`src/rtl/best_arr_streamer.sv`:
```
// best_arr_streamer
//   Streams the best-index array out of a 1-cycle synchronous RAM into an
//   output FIFO in blocked traversal order. The order is px (half-row),
//   x (column block), y (row), xi (column within the block). A 2-entry
//   holding buffer absorbs the RAM read latency and FIFO back-pressure.
//
// Ports
//   clk, rst_n        rising-edge clock, asynchronous active-low reset
//   send_best_arr     one-cycle start request (only accepted when idle)
//   busy              streaming in progress
//   done              one-cycle pulse in the cycle after the final enqueue
//   mem_rd_en         best-array read strobe
//   mem_rd_addr       best-array read address
//   mem_rd_data       read data, valid the cycle after mem_rd_en
//   out_fifo_wenq     FIFO enqueue strobe
//   out_fifo_wdata    enqueued word (mem_rd_data zero-extended)
//   out_fifo_wfull_n  FIFO can accept a word this cycle
module best_arr_streamer #(
   parameter int DATA_WIDTH = 11,
   parameter int IDX_WIDTH  = 9,
   parameter int ROW_SIZE   = 26,
   parameter int COL_SIZE   = 19,
   parameter int BLOCKING   = 4,
   parameter int ADDR_WIDTH = $clog2(ROW_SIZE * COL_SIZE)
) (
   input  logic                  clk,
   input  logic                  rst_n,
   input  logic                  send_best_arr,
   output logic                  busy,
   output logic                  done,
   output logic                  mem_rd_en,
   output logic [ADDR_WIDTH-1:0] mem_rd_addr,
   input  logic [IDX_WIDTH-1:0]  mem_rd_data,
   output logic                  out_fifo_wenq,
   output logic [DATA_WIDTH-1:0] out_fifo_wdata,
   input  logic                  out_fifo_wfull_n
);

   localparam int unsigned HALF = ROW_SIZE / 2;
   localparam int unsigned BLK  = BLOCKING;
   localparam int unsigned ROW  = ROW_SIZE;
   localparam int unsigned XB   = (HALF + BLK - 1) / BLK;
   localparam int unsigned XW   = (XB > 1) ? $clog2(XB) : 1;
   localparam int unsigned YW   = (COL_SIZE > 1) ? $clog2(COL_SIZE) : 1;
   localparam int unsigned IW   = (BLOCKING > 1) ? $clog2(BLOCKING) : 1;

   typedef enum logic [1:0] {IDLE, RUN, DRAIN} state_t;

   state_t               state_q, state_d;
   logic                 px_q;
   logic [XW-1:0]        x_q;
   logic [YW-1:0]        y_q;
   logic [IW-1:0]        xi_q;
   logic                 rd_pending_q;
   logic [IDX_WIDTH-1:0] buf0_q, buf1_q;
   logic [1:0]           count_q;
   logic                 done_q;

   logic                 pop, issue, col_end, y_end, x_end, last_iter, last_pop;
   logic [1:0]           occ_after;

   // An iteration with x*BLOCKING+xi past the half-row is skipped, so the
   // xi loop ends early on the last (partial) block; xi=0 is never skipped.
   always_comb begin
      col_end   = (32'(x_q) * BLK + 32'(xi_q) + 32'd1 >= HALF) ||
                  (xi_q == IW'(BLOCKING - 1));
      y_end     = (y_q == YW'(COL_SIZE - 1));
      x_end     = (x_q == XW'(XB - 1));
      last_iter = px_q && x_end && y_end && col_end;
   end

   assign mem_rd_addr = ADDR_WIDTH'(32'(px_q) * HALF + 32'(y_q) * ROW +
                                    32'(x_q) * BLK + 32'(xi_q));

   // Credit check counts the slot freed by this cycle's pop, which is what
   // lets the stream sustain one word per cycle with only two entries.
   always_comb begin
      pop       = (count_q != 2'd0) && out_fifo_wfull_n;
      occ_after = count_q - {1'b0, pop} + {1'b0, rd_pending_q};
      issue     = (state_q == RUN) && (occ_after < 2'd2);
      last_pop  = (state_q == DRAIN) && pop && (count_q == 2'd1) && !rd_pending_q;
   end

   always_comb begin
      state_d = state_q;
      case (state_q)
         IDLE:    if (send_best_arr)      state_d = RUN;
         RUN:     if (issue && last_iter) state_d = DRAIN;
         DRAIN:   if (last_pop)           state_d = IDLE;
         default:                         state_d = IDLE;
      endcase
   end

   always_ff @(posedge clk or negedge rst_n) begin
      if (!rst_n) begin
         state_q <= IDLE;
         done_q  <= 1'b0;
      end else begin
         state_q <= state_d;
         done_q  <= last_pop;
      end
   end

   always_ff @(posedge clk or negedge rst_n) begin
      if (!rst_n) begin
         px_q <= 1'b0;
         x_q  <= '0;
         y_q  <= '0;
         xi_q <= '0;
      end else if (state_q == IDLE && send_best_arr) begin
         px_q <= 1'b0;
         x_q  <= '0;
         y_q  <= '0;
         xi_q <= '0;
      end else if (issue) begin
         if (!col_end) begin
            xi_q <= xi_q + 1'b1;
         end else begin
            xi_q <= '0;
            if (!y_end) begin
               y_q <= y_q + 1'b1;
            end else begin
               y_q <= '0;
               if (!x_end) begin
                  x_q <= x_q + 1'b1;
               end else begin
                  x_q  <= '0;
                  px_q <= ~px_q;
               end
            end
         end
      end
   end

   // Output buffer: buf0 is the head; rd_pending marks data arriving now.
   always_ff @(posedge clk or negedge rst_n) begin
      if (!rst_n) begin
         rd_pending_q <= 1'b0;
         buf0_q       <= '0;
         buf1_q       <= '0;
         count_q      <= '0;
      end else begin
         rd_pending_q <= issue;
         count_q      <= count_q + {1'b0, rd_pending_q} - {1'b0, pop};
         if (pop && rd_pending_q) begin
            if (count_q == 2'd1) begin
               buf0_q <= mem_rd_data;
            end else begin
               buf0_q <= buf1_q;
               buf1_q <= mem_rd_data;
            end
         end else if (pop) begin
            buf0_q <= buf1_q;
         end else if (rd_pending_q) begin
            if (count_q == 2'd0) buf0_q <= mem_rd_data;
            else                 buf1_q <= mem_rd_data;
         end
      end
   end

   assign mem_rd_en      = issue;
   assign busy           = (state_q != IDLE);
   assign done           = done_q;
   assign out_fifo_wenq  = pop;
   assign out_fifo_wdata = DATA_WIDTH'(buf0_q);

endmodule

```
`config.mk`:
```
export PLATFORM = sky130hd
export DESIGN_NAME = best_arr_streamer
export DESIGN_NICKNAME = d
export VERILOG_FILES = /design/src/rtl/best_arr_streamer.sv
export SDC_FILE = /design/constraint.sdc
export NUM_CORES = 1
export LEC_CHECK = 0
export CAP_MARGIN = 20
export CORE_MARGIN = 2
export CORE_UTILIZATION = 50
export DETAILED_ROUTE_END_ITERATION = 8
export DONT_BUFFER_PORTS = 1
export HOLD_SLACK_MARGIN = 0.1
export PLACE_DENSITY = 0.68
export RECOVER_POWER = 100
export REMOVE_ABC_BUFFERS = 1
export SLEW_MARGIN = 30
export SYNTH_ARGS = -nofsm -noshare
export SYNTH_HDL_FRONTEND = slang
export SYNTH_SLANG_ARGS = --single-unit
```
`constraint.sdc`:
```
create_clock -name clk -period 3.18 [get_ports clk]
set_clock_uncertainty 0.05 [all_clocks]
set_input_delay 0.636 -clock clk [delete_from_list [all_inputs] [get_ports clk]]
set_output_delay 0.636 -clock clk [all_outputs]
set_load 0.01 [all_outputs]
```
Word level (Yosys, flattened, before mapping)

Index checks and enable logic that the tools add are counted.

$lt $le $gt $ge: 2
Div/mod/pow operators: 0
Bitwise gates (word level): 1
Reduce and logical (&&, ||, !) cells: 30
Shifts and indexed selects: 0
$mul: 2
$add $sub $neg: 12
Equality and inequality tests: 12
Multiplexer cells: 31

Operator list:

| operator                                                                             | number |
|---|---|
| 9-bit two-way mux                                                                    | 10 |
| 2-bit two-way mux                                                                    | 11 |
| 5-bit two-way mux                                                                    | 4 |
| 2-bit nonzero test                                                                   | 7 |
| 1-bit logical AND                                                                    | 11 |
| 5-bit by 9-bit adder with 9-bit output                                               | 1 |
| 9-bit by 2-bit adder with 9-bit output                                               | 1 |
| 9-bit by 4-bit adder with 9-bit output                                               | 1 |
| 5-bit by 4-bit multiplier with 8-bit output (second input constant)                  | 1 |
| 2-bit inequality test (second input constant)                                        | 4 |
| 4-bit AND reduction                                                                  | 2 |
| 5-bit by 1-bit adder with 6-bit output (second input constant)                       | 1 |
| 2-bit equality test (second input constant)                                          | 3 |
| 6-bit by 4-bit greater-or-equal comparator with 1-bit output (second input constant) | 1 |
| 2-bit one-hot mux with 3 select lines                                                | 1 |
| 3-bit AND reduction                                                                  | 2 |
| 3-bit nonzero test                                                                   | 2 |
| 4-bit by 2-bit adder with 5-bit output                                               | 1 |
| 5-bit by 1-bit adder with 5-bit output (second input constant)                       | 1 |
| 5-bit equality test (second input constant)                                          | 1 |
| 1-bit by 4-bit multiplier with 5-bit output (second input constant)                  | 1 |
| 1-bit two-way mux                                                                    | 5 |
| 2-bit by 1-bit adder with 2-bit output                                               | 2 |
| 2-bit by 1-bit adder with 2-bit output (second input constant)                       | 2 |
| 9 further kinds                                                                      | 14 |

ROM bits: 0
Memories: 0
Bits of input ports: 13
Word-level logic and storage cells: 100
Bits in writable memories: 0
Latch bits: 0
Output and inout bits: 24
Register bits: 34

Logic depth before layout (Yosys ltp)

Word-level depth: 9
Gate-level depth with buffers: 12
Gate-level depth less buffers: 12

Worst setup path before layout

Ideal clock, no wire load.

Path kind: register -> output
Start point: register y_q[0]
End point: output port mem_rd_addr[8]
Path slack: -0.058 ns
Data required time: 2.494 ns
Arrival: 2.552 ns
Buffers on the path: 0
Cell stages (with the launch flop): 11
Cells stage by stage: dfrtp_1 ha_1 inv_1 fa_1 inv_1 ha_1 a21o_1 a21oi_1 xnor2_1 nor4b_1 xnor2_1

Longest elaborated chain between the ends: 4

RTL lines:

| item                                        | line | RTL |
|---|---|---|
| start: declaration                          | 52   | `logic [YW-1:0] y_q;` |
| start signal: assignment                    | 121  | `y_q <= y_q + 1'b1;` |
| 5-bit by 4-bit multiplier with 8-bit output | 72   | `assign mem_rd_addr = ADDR_WIDTH'(32'(px_q) * HALF + 32'(y_q) * ROW +` |
| 5-bit by 9-bit adder with 9-bit output      | 72   |  |
| 9-bit by 4-bit adder with 9-bit output      | 72   |  |
| 9-bit by 2-bit adder with 9-bit output      | 73   | `32'(x_q) * BLK + 32'(xi_q));` |
| end: declaration                            | 32   | `output logic [ADDR_WIDTH-1:0] mem_rd_addr,` |

No other way between the ends.

Worst setup path after layout

Start point: register y_q[1]
End point: output port mem_rd_addr[8]

Same word-level chain as after synthesis.

==> out/qor.yml <==
crit_chain: "ha_1, inv_2, fa_1, inv_1, ha_1, a21o_1, a21oi_2, xnor2_1, nor4b_4, xnor2_1"
synth_area_leaders: "dfrtp_1, ha_1, nor2_1, inv_1, mux2_2"
fin_worst_hold_slack_ps: 446.7
die_area_mm2: 0.004998
initial_core_util: 0.5145
cp_top_family: "adder cells"
finalSetupViolCount: 4
r2r-end: "y_q[4]"
critPathSlowestCell: "fa_1"
cts_made_buffers: 5
drt-total-wl_um: 4646
crit_end: "mem_rd_addr[8]"
worstPathMaxFanout: 3
ys_seq_area_frac: 0.3825
rsz0062_at_grt: "yes"
drive_above_1_share: 0.2448
synth_common_cells: "dfrtp_1, nor2_1, inv_1, ha_1, a21oi_1"
synth_fa_ha_area_frac: 0.1912
final.fill_count: 363
cts_root_buf: "clkbuf_8"
core_area_mm2: 0.004324
peakVddDrop_mv: 1.089
firstDrtPassIters: 4
drt_iter0_markers: 103
n_antenna_cell: 0
clk_latency_ps: 290
crit_buf_inv: 2
drc: 0
yosysTopAreaCell: "dfrtp_1"
p_leak_nw: 1.255
cts_tree: "yes"
dp_hpwl_um: 3062
viasPerCell: 5.584
synth-xor-area-share: 0.04612
hold_viol: 0
synth-seq-cells: 34
clkTransAtPathRegs_ps: 70
die_h_um: 70.70
startpoint_type: "flop"
layout.nets: 285
ys.flop_type: "dfrtp_1"
cp.arrival_ps: 2760
hold_class: "input pin to flop"
fin_crit_ps: 3446
critical_path_class: "flop to primary output"
setup_slack_ps: -265.6
synth_top_area_frac: 0.3825
via_count: 1636
gr-total-overflow: 0
synth_cells: 220
async_flop_share: 1.000
drtAntennaViolNets: 0
finalCritPeriodShare: 1.084
worst-endpoint-required_ps: 2490
io_pins: 37
synth_mux_area_frac: 0.07762
rows: 24
grt_max_degree: 35
syn2layout_area_growth_pct: 21.15
crit_start: "y_q[1]"
ys_types: 44
ff_latch_area_um2: 850.8
port_buffers: 0
final.setup.tns_ps: -727.9
status: "complete, but fails checks"
slew_viol_final: 35
max_stage_delay_ps: 500
path_depth: 10
slew-limit-headroom: -0.1861
synth_area_mm2: 0.002225
post_drt_wl_per_cell_um: 15.86
synth-compound-area-share: 0.1181
violations: "max-capacitance violations, max-slew violations, negative setup slack"
cts_buffer_depth: 2
grt_pass1_wl_um: 7182
cap_viol_max_count: 1
worst_pin_slew_ps: 1779
antenna_found_initial: 0
rrSetupSlack_ps: 40
powerDensity_mw_per_mm2: 1275
multiInputGateArea_mm2: 0.001426
synth_top_family_by_area: "adder cells"
synth_edf_count: 0
yosysWarnings: 0
end_kind: "primary output"
grtUsageTotal: 0.1831
syn_avg_cell_area_um2: 10.11
max_freq_ghz: 0.2902
cts.sinks: 34
gp_congestion: 0.8087
total_power_w: 0.003435
synth_simple_gate_area_share: 0.1204
grt_pass1_vias: 1569
reg2reg_depth: 9
fp.dieW_um: 70.70
yosysMostFrequentCell: "dfrtp_1"
r2r-start: "count_q[0]"
ctsHtreeMaxLevel: 2
-- cell families (layout without fill, tap and decap cells) --
family	count (synthesis)	in the layout
fa+ha+maj	31	31
buf+inv	33	53
compound gates	37	37
flops	34	34
other cells	1	2
xor+xnor	10	10
simple gates	58	58
mux	16	16
-- state kept, by name, indices dropped and copies added (netlist names), 2 cells and up --
register,flops
xi_q,2
buf1_q,9
buf0_q,9
count_q,2
x_q,2
state_q,2
y_q,5
-- through the flow --
stage | cell area [um^2] | utilization | instances | worst slack, ps
after global placement | 2369 | 0.5477 | 282 | -17.72
after global routing | 2695 | 0.6233 | 293 | -427.8
after CTS | 2625 | 0.6071 | 291 | -279.9
final | 2695 | 0.6233 | 293 | -265.6
after detailed placement | 2369 | 0.5477 | 282 | -94.33
after floorplan | 2191 | - | 215 | -57.79
-- worst register-to-register path: stages (launching register included) --
cell      delay [ps]
dfrtp_1          400
o21a_1           250
ha_1             300
inv_1             60
ha_1             140
xor3_1           270
or3b_1           430
a21oi_1          520
nand3_1          200
a221oi_1         400
-- placed cells by master (no fill, tap or decap), types with 3 or more instances in the layout --
cell,netlist,layout
nand2_1,7,7
fa_2,0,3
mux2_2,9,9
buf_6,1,3
inv_1,27,24
a21oi_1,10,9
ha_1,26,20
buf_4,2,12
nor3_1,4,3
nor2_4,0,3
o22ai_1,7,7
xnor2_1,5,4
clkbuf_1,2,4
ha_4,0,6
mux2i_1,6,6
clkbuf_8,0,6
inv_2,0,3
a21o_1,4,4
dfrtp_1,34,34
nor2_1,29,25
nand3_1,8,8
-- worst min path at each step --
stage                   startpoint         end  slack [ps]  cells after the start
floorplan                    rst_n   buf0_q[0]         290                      0
global placement             rst_n   buf0_q[1]         290                      0
detailed placement           rst_n   buf0_q[1]         290                      0
CTS                          rst_n  count_q[0]         120                      1
global route        mem_rd_data[1]   buf1_q[1]         430                      1
finish              mem_rd_data[3]   buf1_q[3]         450                      1
-- metal layers --
metal  vias up  global-route usage  part of all wire
met5         -                   0                 0
met4         0             0.07338             0.018
met3         7             0.05271             0.041
met2        40              0.2856              0.52
met1       801              0.2417              0.43
li1        788                   -                 -
-- final cells by class --
| class | count | share of cell area |
|---|---|---|
| clock inverter | 1 | 0.01114 |
| inverter | 27 | 0.03760 |
| timing repair buffer | 19 | 0.05153 |
| multi-input combinational | 154 | 0.5292 |
| clock buffer | 6 | 0.03064 |
| sequential | 34 | 0.3157 |
| tap | 52 | 0.02414 |
-- where the power goes --
part / total (W) / leakage, nW / internal, W / switching (W)
registers: 0.000792 / 0.408 / 0.000621 / 0.000171
logic: 0.00224 / 0.790 / 0.00106 / 0.00118
clock network: 0.000403 / 0.0573 / 0.000251 / 0.000153
total: 0.00344 / 1.25 / 0.00193 / 0.00150
-- what timing repair did --
item | 4_1_cts | 5_1_grt
endpoints found under the hold margin | 34 | 0
cloned | 0 | 0
gates resized for setup | 21 | 21
setup endpoints to repair | 5 | 6
buffers inserted | 1 | 3
pin swaps | 12 | 10
hold buffers | 1 | 0
Power figures use the tool's default switching activity.
